### src/rtl/app_pkg.sv
// Shared definitions for the DDR3 native-interface burst engines (write and read).
package app_pkg;

   localparam int CMD_W = 3;
   localparam logic [CMD_W-1:0] CMD_WR = 3'b000;
   localparam logic [CMD_W-1:0] CMD_RD = 3'b001;

   // One BL8 command covers eight address units
   localparam int ADDR_STEP_BL8 = 8;

   typedef enum logic [2:0] {
      ST_IDLE     = 3'd0,
      ST_REQ      = 3'd1,
      ST_WAIT_GNT = 3'd2,
      ST_START    = 3'd3,
      ST_BURST    = 3'd4,
      ST_END      = 3'd5
   } burst_state_e;

endpackage

### src/rtl/app_wr_burst_ctrl_if.sv
// Write side of the DDR3 native app interface: command channel plus write-data channel.
interface app_wr_burst_ctrl_if
   import app_pkg::*;
#(
   parameter int ADDR_W = 28,
   parameter int DATA_W = 128
);
   logic                  app_en;
   logic [CMD_W-1:0]      app_cmd;
   logic [ADDR_W-1:0]     app_addr;
   logic                  app_rdy;
   logic                  app_wdf_wren;
   logic                  app_wdf_end;
   logic [DATA_W-1:0]     app_wdf_data;
   logic [DATA_W/8-1:0]   app_wdf_mask;
   logic                  app_wdf_rdy;

   modport master (
      output app_en, app_cmd, app_addr, app_wdf_wren, app_wdf_end, app_wdf_data, app_wdf_mask,
      input  app_rdy, app_wdf_rdy
   );

   modport slave (
      input  app_en, app_cmd, app_addr, app_wdf_wren, app_wdf_end, app_wdf_data, app_wdf_mask,
      output app_rdy, app_wdf_rdy
   );
endinterface

### src/rtl/app_addr_gen.sv
// Linear command-address generator that wraps inside a fixed channel region.
module app_addr_gen
   import app_pkg::*;
#(
   parameter int ADDR_W    = 28,
   parameter int ADDR_BASE = 0,
   parameter int ADDR_SPAN = 1 << 20,
   parameter int ADDR_STEP = ADDR_STEP_BL8
) (
   input  logic              I_clk,
   input  logic              I_Rst,
   input  logic              I_step,
   output logic [ADDR_W-1:0] O_addr
);
   localparam logic [ADDR_W:0] BASE_C = (ADDR_W+1)'(ADDR_BASE);
   localparam logic [ADDR_W:0] STEP_C = (ADDR_W+1)'(ADDR_STEP);
   localparam logic [ADDR_W:0] END_C  = (ADDR_W+1)'(ADDR_BASE + ADDR_SPAN);

   logic [ADDR_W-1:0] addr_r;
   logic [ADDR_W:0]   sum_s;

   // One extra bit so the region end compares cleanly at the top of the address space
   always_comb begin
      sum_s = {1'b0, addr_r} + STEP_C;
   end

   // Address advances only on an accepted command and survives across bursts
   always_ff @(posedge I_clk or posedge I_Rst) begin
      if (I_Rst) begin
         addr_r <= BASE_C[ADDR_W-1:0];
      end else if (I_step) begin
         if (sum_s == END_C) begin
            addr_r <= BASE_C[ADDR_W-1:0];
         end else begin
            addr_r <= sum_s[ADDR_W-1:0];
         end
      end else begin
         addr_r <= addr_r;
      end
   end

   assign O_addr = addr_r;

endmodule

### src/rtl/app_wr_burst_ctrl.sv
// Per-channel DDR3 write burst engine: requests the arbiter once a full burst is
// buffered, then streams BURST_LEN data beats and write commands into the app interface.
module app_wr_burst_ctrl
   import app_pkg::*;
#(
   parameter int ADDR_W    = 28,
   parameter int DATA_W    = 128,
   parameter int CNT_W     = 10,
   parameter int BURST_LEN = 64,
   parameter int ADDR_BASE = 0,
   parameter int ADDR_SPAN = 1 << 20,
   parameter int ADDR_STEP = ADDR_STEP_BL8
) (
   input  logic              I_clk,
   input  logic              I_Rst,
   input  logic              I_calib_done,
   input  logic [CNT_W-1:0]  I_fifo_cnt,
   input  logic [DATA_W-1:0] I_fifo_dout,
   output logic              O_fifo_rd_en,
   output logic              O_req,
   input  logic              I_vaild,
   output logic              O_start,
   output logic              O_end,
   app_wr_burst_ctrl_if.master app
);
   localparam logic [CNT_W-1:0] BL_C   = CNT_W'(BURST_LEN);
   localparam logic [CNT_W-1:0] ONE_C  = CNT_W'(1);
   localparam logic [CNT_W-1:0] ZERO_C = CNT_W'(0);

   burst_state_e      state_r;
   logic [CNT_W-1:0]  dcnt_r;
   logic [CNT_W-1:0]  ccnt_r;
   logic              req_r;
   logic              start_r;
   logic              end_r;
   logic              en_r;
   logic              wren_r;
   logic              wdf_hs_s;
   logic              cmd_hs_s;
   logic [CNT_W-1:0]  dcnt_nx_s;
   logic [CNT_W-1:0]  ccnt_nx_s;
   logic [ADDR_W-1:0] addr_s;

   assign wdf_hs_s = wren_r & app.app_wdf_rdy;
   assign cmd_hs_s = en_r & app.app_rdy;

   // Counts after this cycle's handshakes; the valids for next cycle are derived from them
   always_comb begin
      dcnt_nx_s = dcnt_r;
      ccnt_nx_s = ccnt_r;
      if (wdf_hs_s) begin
         dcnt_nx_s = dcnt_r + ONE_C;
      end else begin
         dcnt_nx_s = dcnt_r;
      end
      if (cmd_hs_s) begin
         ccnt_nx_s = ccnt_r + ONE_C;
      end else begin
         ccnt_nx_s = ccnt_r;
      end
   end

   // Burst FSM with registered pulse and valid outputs
   always_ff @(posedge I_clk or posedge I_Rst) begin
      if (I_Rst) begin
         state_r <= ST_IDLE;
         dcnt_r  <= ZERO_C;
         ccnt_r  <= ZERO_C;
         req_r   <= 1'b0;
         start_r <= 1'b0;
         end_r   <= 1'b0;
         en_r    <= 1'b0;
         wren_r  <= 1'b0;
      end else begin
         req_r   <= 1'b0;
         start_r <= 1'b0;
         end_r   <= 1'b0;
         case (state_r)
            ST_IDLE: begin
               // Waiting for a dropped grant keeps us from re-requesting the burst just finished
               if (I_calib_done && (I_fifo_cnt >= BL_C) && !I_vaild) begin
                  state_r <= ST_REQ;
                  req_r   <= 1'b1;
               end else begin
                  state_r <= ST_IDLE;
               end
            end
            ST_REQ: begin
               state_r <= ST_WAIT_GNT;
            end
            ST_WAIT_GNT: begin
               if (I_vaild) begin
                  state_r <= ST_START;
                  start_r <= 1'b1;
               end else begin
                  state_r <= ST_WAIT_GNT;
               end
            end
            ST_START: begin
               state_r <= ST_BURST;
               dcnt_r  <= ZERO_C;
               ccnt_r  <= ZERO_C;
               wren_r  <= 1'b1;
               en_r    <= 1'b0;
            end
            ST_BURST: begin
               dcnt_r <= dcnt_nx_s;
               ccnt_r <= ccnt_nx_s;
               if (ccnt_nx_s == BL_C) begin
                  state_r <= ST_END;
                  end_r   <= 1'b1;
                  wren_r  <= 1'b0;
                  en_r    <= 1'b0;
               end else begin
                  state_r <= ST_BURST;
                  wren_r  <= (dcnt_nx_s < BL_C);
                  en_r    <= (ccnt_nx_s < dcnt_nx_s);
               end
            end
            ST_END: begin
               state_r <= ST_IDLE;
            end
            default: begin
               state_r <= ST_IDLE;
               wren_r  <= 1'b0;
               en_r    <= 1'b0;
            end
         endcase
      end
   end

   app_addr_gen #(
      .ADDR_W    (ADDR_W),
      .ADDR_BASE (ADDR_BASE),
      .ADDR_SPAN (ADDR_SPAN),
      .ADDR_STEP (ADDR_STEP)
   ) u_addr_gen (
      .I_clk  (I_clk),
      .I_Rst  (I_Rst),
      .I_step (cmd_hs_s),
      .O_addr (addr_s)
   );

   // FWFT FIFO: the head word is the beat on offer, popped exactly when it is accepted
   assign O_fifo_rd_en     = wdf_hs_s;
   assign O_req            = req_r;
   assign O_start          = start_r;
   assign O_end            = end_r;
   assign app.app_en       = en_r;
   assign app.app_cmd      = CMD_WR;
   assign app.app_addr     = addr_s;
   assign app.app_wdf_wren = wren_r;
   assign app.app_wdf_end  = wren_r;
   assign app.app_wdf_data = I_fifo_dout;
   assign app.app_wdf_mask = {(DATA_W/8){1'b0}};

endmodule
### src/flat_wrapper.sv
// flat-port wrapper written by rule: the top's interface ports become plain ports
module app_wr_burst_ctrl_flat import app_pkg::*;
#(
   parameter int ADDR_W    = 28,
   parameter int DATA_W    = 128,
   parameter int CNT_W     = 10,
   parameter int BURST_LEN = 64,
   parameter int ADDR_BASE = 0,
   parameter int ADDR_SPAN = 1 << 20,
   parameter int ADDR_STEP = ADDR_STEP_BL8
)
  (I_clk, I_Rst, I_calib_done, I_fifo_cnt, I_fifo_dout, O_fifo_rd_en, O_req, I_vaild, O_start, O_end, app_app_en, app_app_cmd, app_app_addr, app_app_wdf_wren, app_app_wdf_end, app_app_wdf_data, app_app_wdf_mask, app_app_rdy, app_app_wdf_rdy);
  app_wr_burst_ctrl_if #(.ADDR_W(ADDR_W), .DATA_W(DATA_W)) app_i ();
  input  logic I_clk;
  input  logic I_Rst;
  input  logic I_calib_done;
  input  logic [CNT_W-1:0] I_fifo_cnt;
  input  logic [DATA_W-1:0] I_fifo_dout;
  output logic O_fifo_rd_en;
  output logic O_req;
  input  logic I_vaild;
  output logic O_start;
  output logic O_end;
  output wire logic [$bits(app_i.app_en)-1:0] app_app_en;
  output wire logic [$bits(app_i.app_cmd)-1:0] app_app_cmd;
  output wire logic [$bits(app_i.app_addr)-1:0] app_app_addr;
  output wire logic [$bits(app_i.app_wdf_wren)-1:0] app_app_wdf_wren;
  output wire logic [$bits(app_i.app_wdf_end)-1:0] app_app_wdf_end;
  output wire logic [$bits(app_i.app_wdf_data)-1:0] app_app_wdf_data;
  output wire logic [$bits(app_i.app_wdf_mask)-1:0] app_app_wdf_mask;
  input wire logic [$bits(app_i.app_rdy)-1:0] app_app_rdy;
  input wire logic [$bits(app_i.app_wdf_rdy)-1:0] app_app_wdf_rdy;
  assign app_app_en = app_i.app_en;
  assign app_app_cmd = app_i.app_cmd;
  assign app_app_addr = app_i.app_addr;
  assign app_app_wdf_wren = app_i.app_wdf_wren;
  assign app_app_wdf_end = app_i.app_wdf_end;
  assign app_app_wdf_data = app_i.app_wdf_data;
  assign app_app_wdf_mask = app_i.app_wdf_mask;
  assign app_i.app_rdy = app_app_rdy;
  assign app_i.app_wdf_rdy = app_app_wdf_rdy;
  app_wr_burst_ctrl #(.ADDR_W(ADDR_W), .DATA_W(DATA_W), .CNT_W(CNT_W), .BURST_LEN(BURST_LEN), .ADDR_BASE(ADDR_BASE), .ADDR_SPAN(ADDR_SPAN), .ADDR_STEP(ADDR_STEP)) u_core (.I_clk(I_clk), .I_Rst(I_Rst), .I_calib_done(I_calib_done), .I_fifo_cnt(I_fifo_cnt), .I_fifo_dout(I_fifo_dout), .O_fifo_rd_en(O_fifo_rd_en), .O_req(O_req), .I_vaild(I_vaild), .O_start(O_start), .O_end(O_end), .app(app_i));
endmodule
### config.mk
export PLATFORM = sky130hd
export DESIGN_NAME = app_wr_burst_ctrl_flat
export DESIGN_NICKNAME = d
export VERILOG_FILES = /design/src/rtl/app_pkg.sv /design/src/rtl/app_wr_burst_ctrl_if.sv /design/src/rtl/app_addr_gen.sv /design/src/rtl/app_wr_burst_ctrl.sv /design/src/flat_wrapper.sv
export SDC_FILE = /design/constraint.sdc
export NUM_CORES = 1
export LEC_CHECK = 0
export ABC_AREA = 1
export CAP_MARGIN = 20
export CORE_MARGIN = 10
export CORE_UTILIZATION = 36
export DETAILED_ROUTE_END_ITERATION = 10
export GPL_ROUTABILITY_DRIVEN = 0
export PLACE_DENSITY = 0.82
export SYNTH_ARGS = -nofsm -noshare
export SYNTH_HDL_FRONTEND = slang
export SYNTH_SLANG_ARGS = --single-unit
### constraint.sdc
create_clock -name I_clk -period 2.81 [get_ports I_clk]
set_input_delay 0.7025 -clock I_clk [delete_from_list [all_inputs] [get_ports I_clk]]
set_output_delay 0.7025 -clock I_clk [all_outputs]
set_load 0.005 [all_outputs]
==> impl_metrics.env <==
export IMPL_synth_top_cell_by_area="dfrtp_1"
export IMPL_grt_pass1_vias=3555
export IMPL_slew_viol_final=0
export IMPL_synth_seq_cells=53
export IMPL_startpoint="app_app_wdf_rdy"
export IMPL_synth_most_common_cell="nand2_1"
export IMPL_syn_area_per_cell_um2=6.993
export IMPL_synth_edf_count=0
export IMPL_cp_max_fo=5
export IMPL_crit_type="input port to primary output"
export IMPL_regToRegSetupSlack_ns=0.59
export IMPL_cts_resized=0
export IMPL_period_share=0.9380
export IMPL_async_reset_ff_frac=1.000
export IMPL_cts_sinks=53
export IMPL_cts_root_buf="clkbuf_16"
export IMPL_crit_chain="clkdlybuf4s50_1, nand2_2, inv_1, clkdlybuf4s50_1"
export IMPL_synth_top_area_frac=0.2806
export IMPL_p_leak_nw=2.204
export IMPL_cts_inserted_buffers=5
export IMPL_crit_family="buffers and inverters"
export IMPL_hold_violations=0
export IMPL_clockBufferDepth=2
export IMPL_arrival_ns=1.93
export IMPL_ys_seq_area_frac=0.2806
export IMPL_htree_levels=2
export IMPL_grt_first_pass_wirelength_um=17230
export IMPL_synth_area_top_cells="dfrtp_1 (28%), buf_4 (24%), nand2_1 (14%), inv_1 (5.3%), nor2_1 (4.0%)"
export IMPL_cp_slowest_cell="clkdlybuf4s50_1"
export IMPL_max_freq_mhz=379.4
export IMPL_fin_skew_ns=0.007065
export IMPL_critPathBufInv=3
export IMPL_use_met2=0.1762
export IMPL_setup_viol=0
export IMPL_via_count=3674
export IMPL_ant_nets=0
export IMPL_worstReg2RegEnd="u_core.app.app_en"
export IMPL_die_width_um=134.6
export IMPL_syn_to_final_growth_pct=-3.203
export IMPL_post_drt_wl_per_cell_um=13.45
export IMPL_min_period_ns=2.636
export IMPL_tns_ns=0
export IMPL_slowest_delay_ns=0.53
export IMPL_start_util=0.3716
export IMPL_grt_busiest_layer="met2"
export IMPL_diodes=0
export IMPL_numPortBuffers=41
export IMPL_min_to="u_core.state_r[1]"
export IMPL_synthesis_area_mm2=0.004727
export IMPL_cp_required_ns=2.11
export IMPL_crit_path_end_kind="primary output"
export IMPL_holdWs_ns=0.5077
export IMPL_synth_ff_type="dfrtp_1"
export IMPL_cap_violations=0
export IMPL_coreArea_mm2=0.01272
export IMPL_use_met3=0.05749
export IMPL_min_from="u_core.state_r[2]"
export IMPL_num_rows=41
export IMPL_routed_wirelength_um=10410
export IMPL_status="finished clean"
export IMPL_dieArea_mm2=0.01811
export IMPL_rr_worst_depth=16
export IMPL_cts_setup_buffers=0
export IMPL_rsz0062_at_grt="no"
export IMPL_syn_instance_count=676
export IMPL_drt_iter0_markers=231
export IMPL_r2r_start="u_core.app.app_en"
export IMPL_synth_cell_types=31
export IMPL_ir_worst_vdd_mv=0.4157
export IMPL_grt_max_degree=54
export IMPL_grt_use_met1=0.1280
export IMPL_ys_warn_count=0
export IMPL_io_pins=326
export IMPL_gr_total_overflow=0
export IMPL_drtPass1Iterations=5
export IMPL_path_clk_slew_ns=0.07
export IMPL_die_height_um=134.6
export IMPL_holdBufCountCts=0
export IMPL_nets=754
export IMPL_cts_tree="built"
export IMPL_synth_top_cells_by_count="nand2_1 (176), buf_4 (152), inv_1 (67)"
export IMPL_cp_start_kind="input port"
export IMPL_grt_usage=0.1134
export IMPL_worstSkewPairLatency_ns=0.30
export IMPL_cpMostUsedCell="clkdlybuf4s50_1"
export IMPL_hp_class="flip-flop to flip-flop"
export IMPL_drive_above_1_share=0.1063
export IMPL_antenna_found_initial=0
export IMPL_dpl_hpwl_um=7992
export IMPL_drc_errors=0
export IMPL_worstHoldPathCells=1
export IMPL_vias_per_cell=4.747
export IMPL_power_density_mw_per_mm2=813.6
[power breakdown]
part	total, mW	switching [mW]	internal (mW)
registers	1.26	0.270	0.986
clock network	0.732	0.286	0.446
logic	1.73	1.00	0.734
[cells by family after synthesis]
family,share of synthesized area
compound gates,0.05691
buf+inv,0.3041
fa+ha+maj,0.02382
flops,0.2806
other cells,0.0007933
xor+xnor,0.03441
simple gates,0.2994
[layer usage]
layer  wire, µm  share of wire  vias up
met2       4702           0.45      177
met5          0              0        -
met1       4261           0.41     1667
met4        331          0.032        0
li1           -              -     1787
met3       1114           0.11       43
[cell usage in the layout (no fill, tap or decap), types with 2 or more instances in the layout]
master and n:
nand2_1 176, inv_1 66, dfrtp_1 53, nor2_1 51, clkdlybuf4s50_1 40, nand3_1 35, o21ai_0 28, conb_1 22
o22ai_1 14, buf_4 14, nor2_2 13, xor2_1 13, nand2_2 9, nand4_1 9, ha_1 9, nor3_1 7
clkbuf_16 5, nor2_4 4, nand3b_1 3, clkinv_1 3, inv_2 3, nand3_2 3, a21oi_1 3, xor2_2 3
nor3_2 2, o21ai_1 2
[layout make-up]
| type | instances | area (µm²) |
|---|---|---|
| multi-input cells | 413 | 2053 |
| well taps | 172 | 215.2 |
| inverters | 72 | 270.3 |
| repair buffers | 56 | 538.0 |
| flip-flops and latches | 53 | 1326 |
| clock buffers | 7 | 142.6 |
| clock inverters | 1 | 30.03 |
| fillers | 1339 | 8147 |
[worst max path at each step]
| stage | end | slack [ns] | cells after the start |
|---|---|---|---|
| 2_1_floorplan | u_core.app.app_en | 0.60 | 16 |
| 3_5_place_dp | u_core.app.app_en | -0.13 | 19 |
| 6_report | O_fifo_rd_en | 0.17 | 4 |
| 5_1_grt | u_core.app.app_en | 0.03 | 17 |
| 4_1_cts | O_fifo_rd_en | 0.17 | 4 |
| 3_3_place_gp | u_core.app.app_en | -0.1 | 19 |
[flip-flops by register name, summed over array words and instances, names as in the netlist]
name,flops
u_core.state_r,3
u_core.O_end,1
u_core.dcnt_r,10
u_core.app.app_wdf_end,1
u_core.O_req,1
u_core.ccnt_r,10
u_core.O_start,1
u_core.app.app_en,1
u_core.u_addr_gen.O_addr,25
[per-stage QoR]
stage	utilization	power, mW	setup slack (ns)	instances	cell area (µm²)
final	0.3597	3.723	0.1742	774	4576
after detailed placement	0.3450	2.979	-0.1257	766	4389
after global routing	0.3597	4.083	0.02802	774	4576
after CTS	0.3586	3.726	0.1693	774	4562
after floorplan	-	2.499	0.6003	697	4806
after global placement	0.3450	2.936	-0.09591	766	4389
No activity file was read; power rests on OpenSTA's default activity.
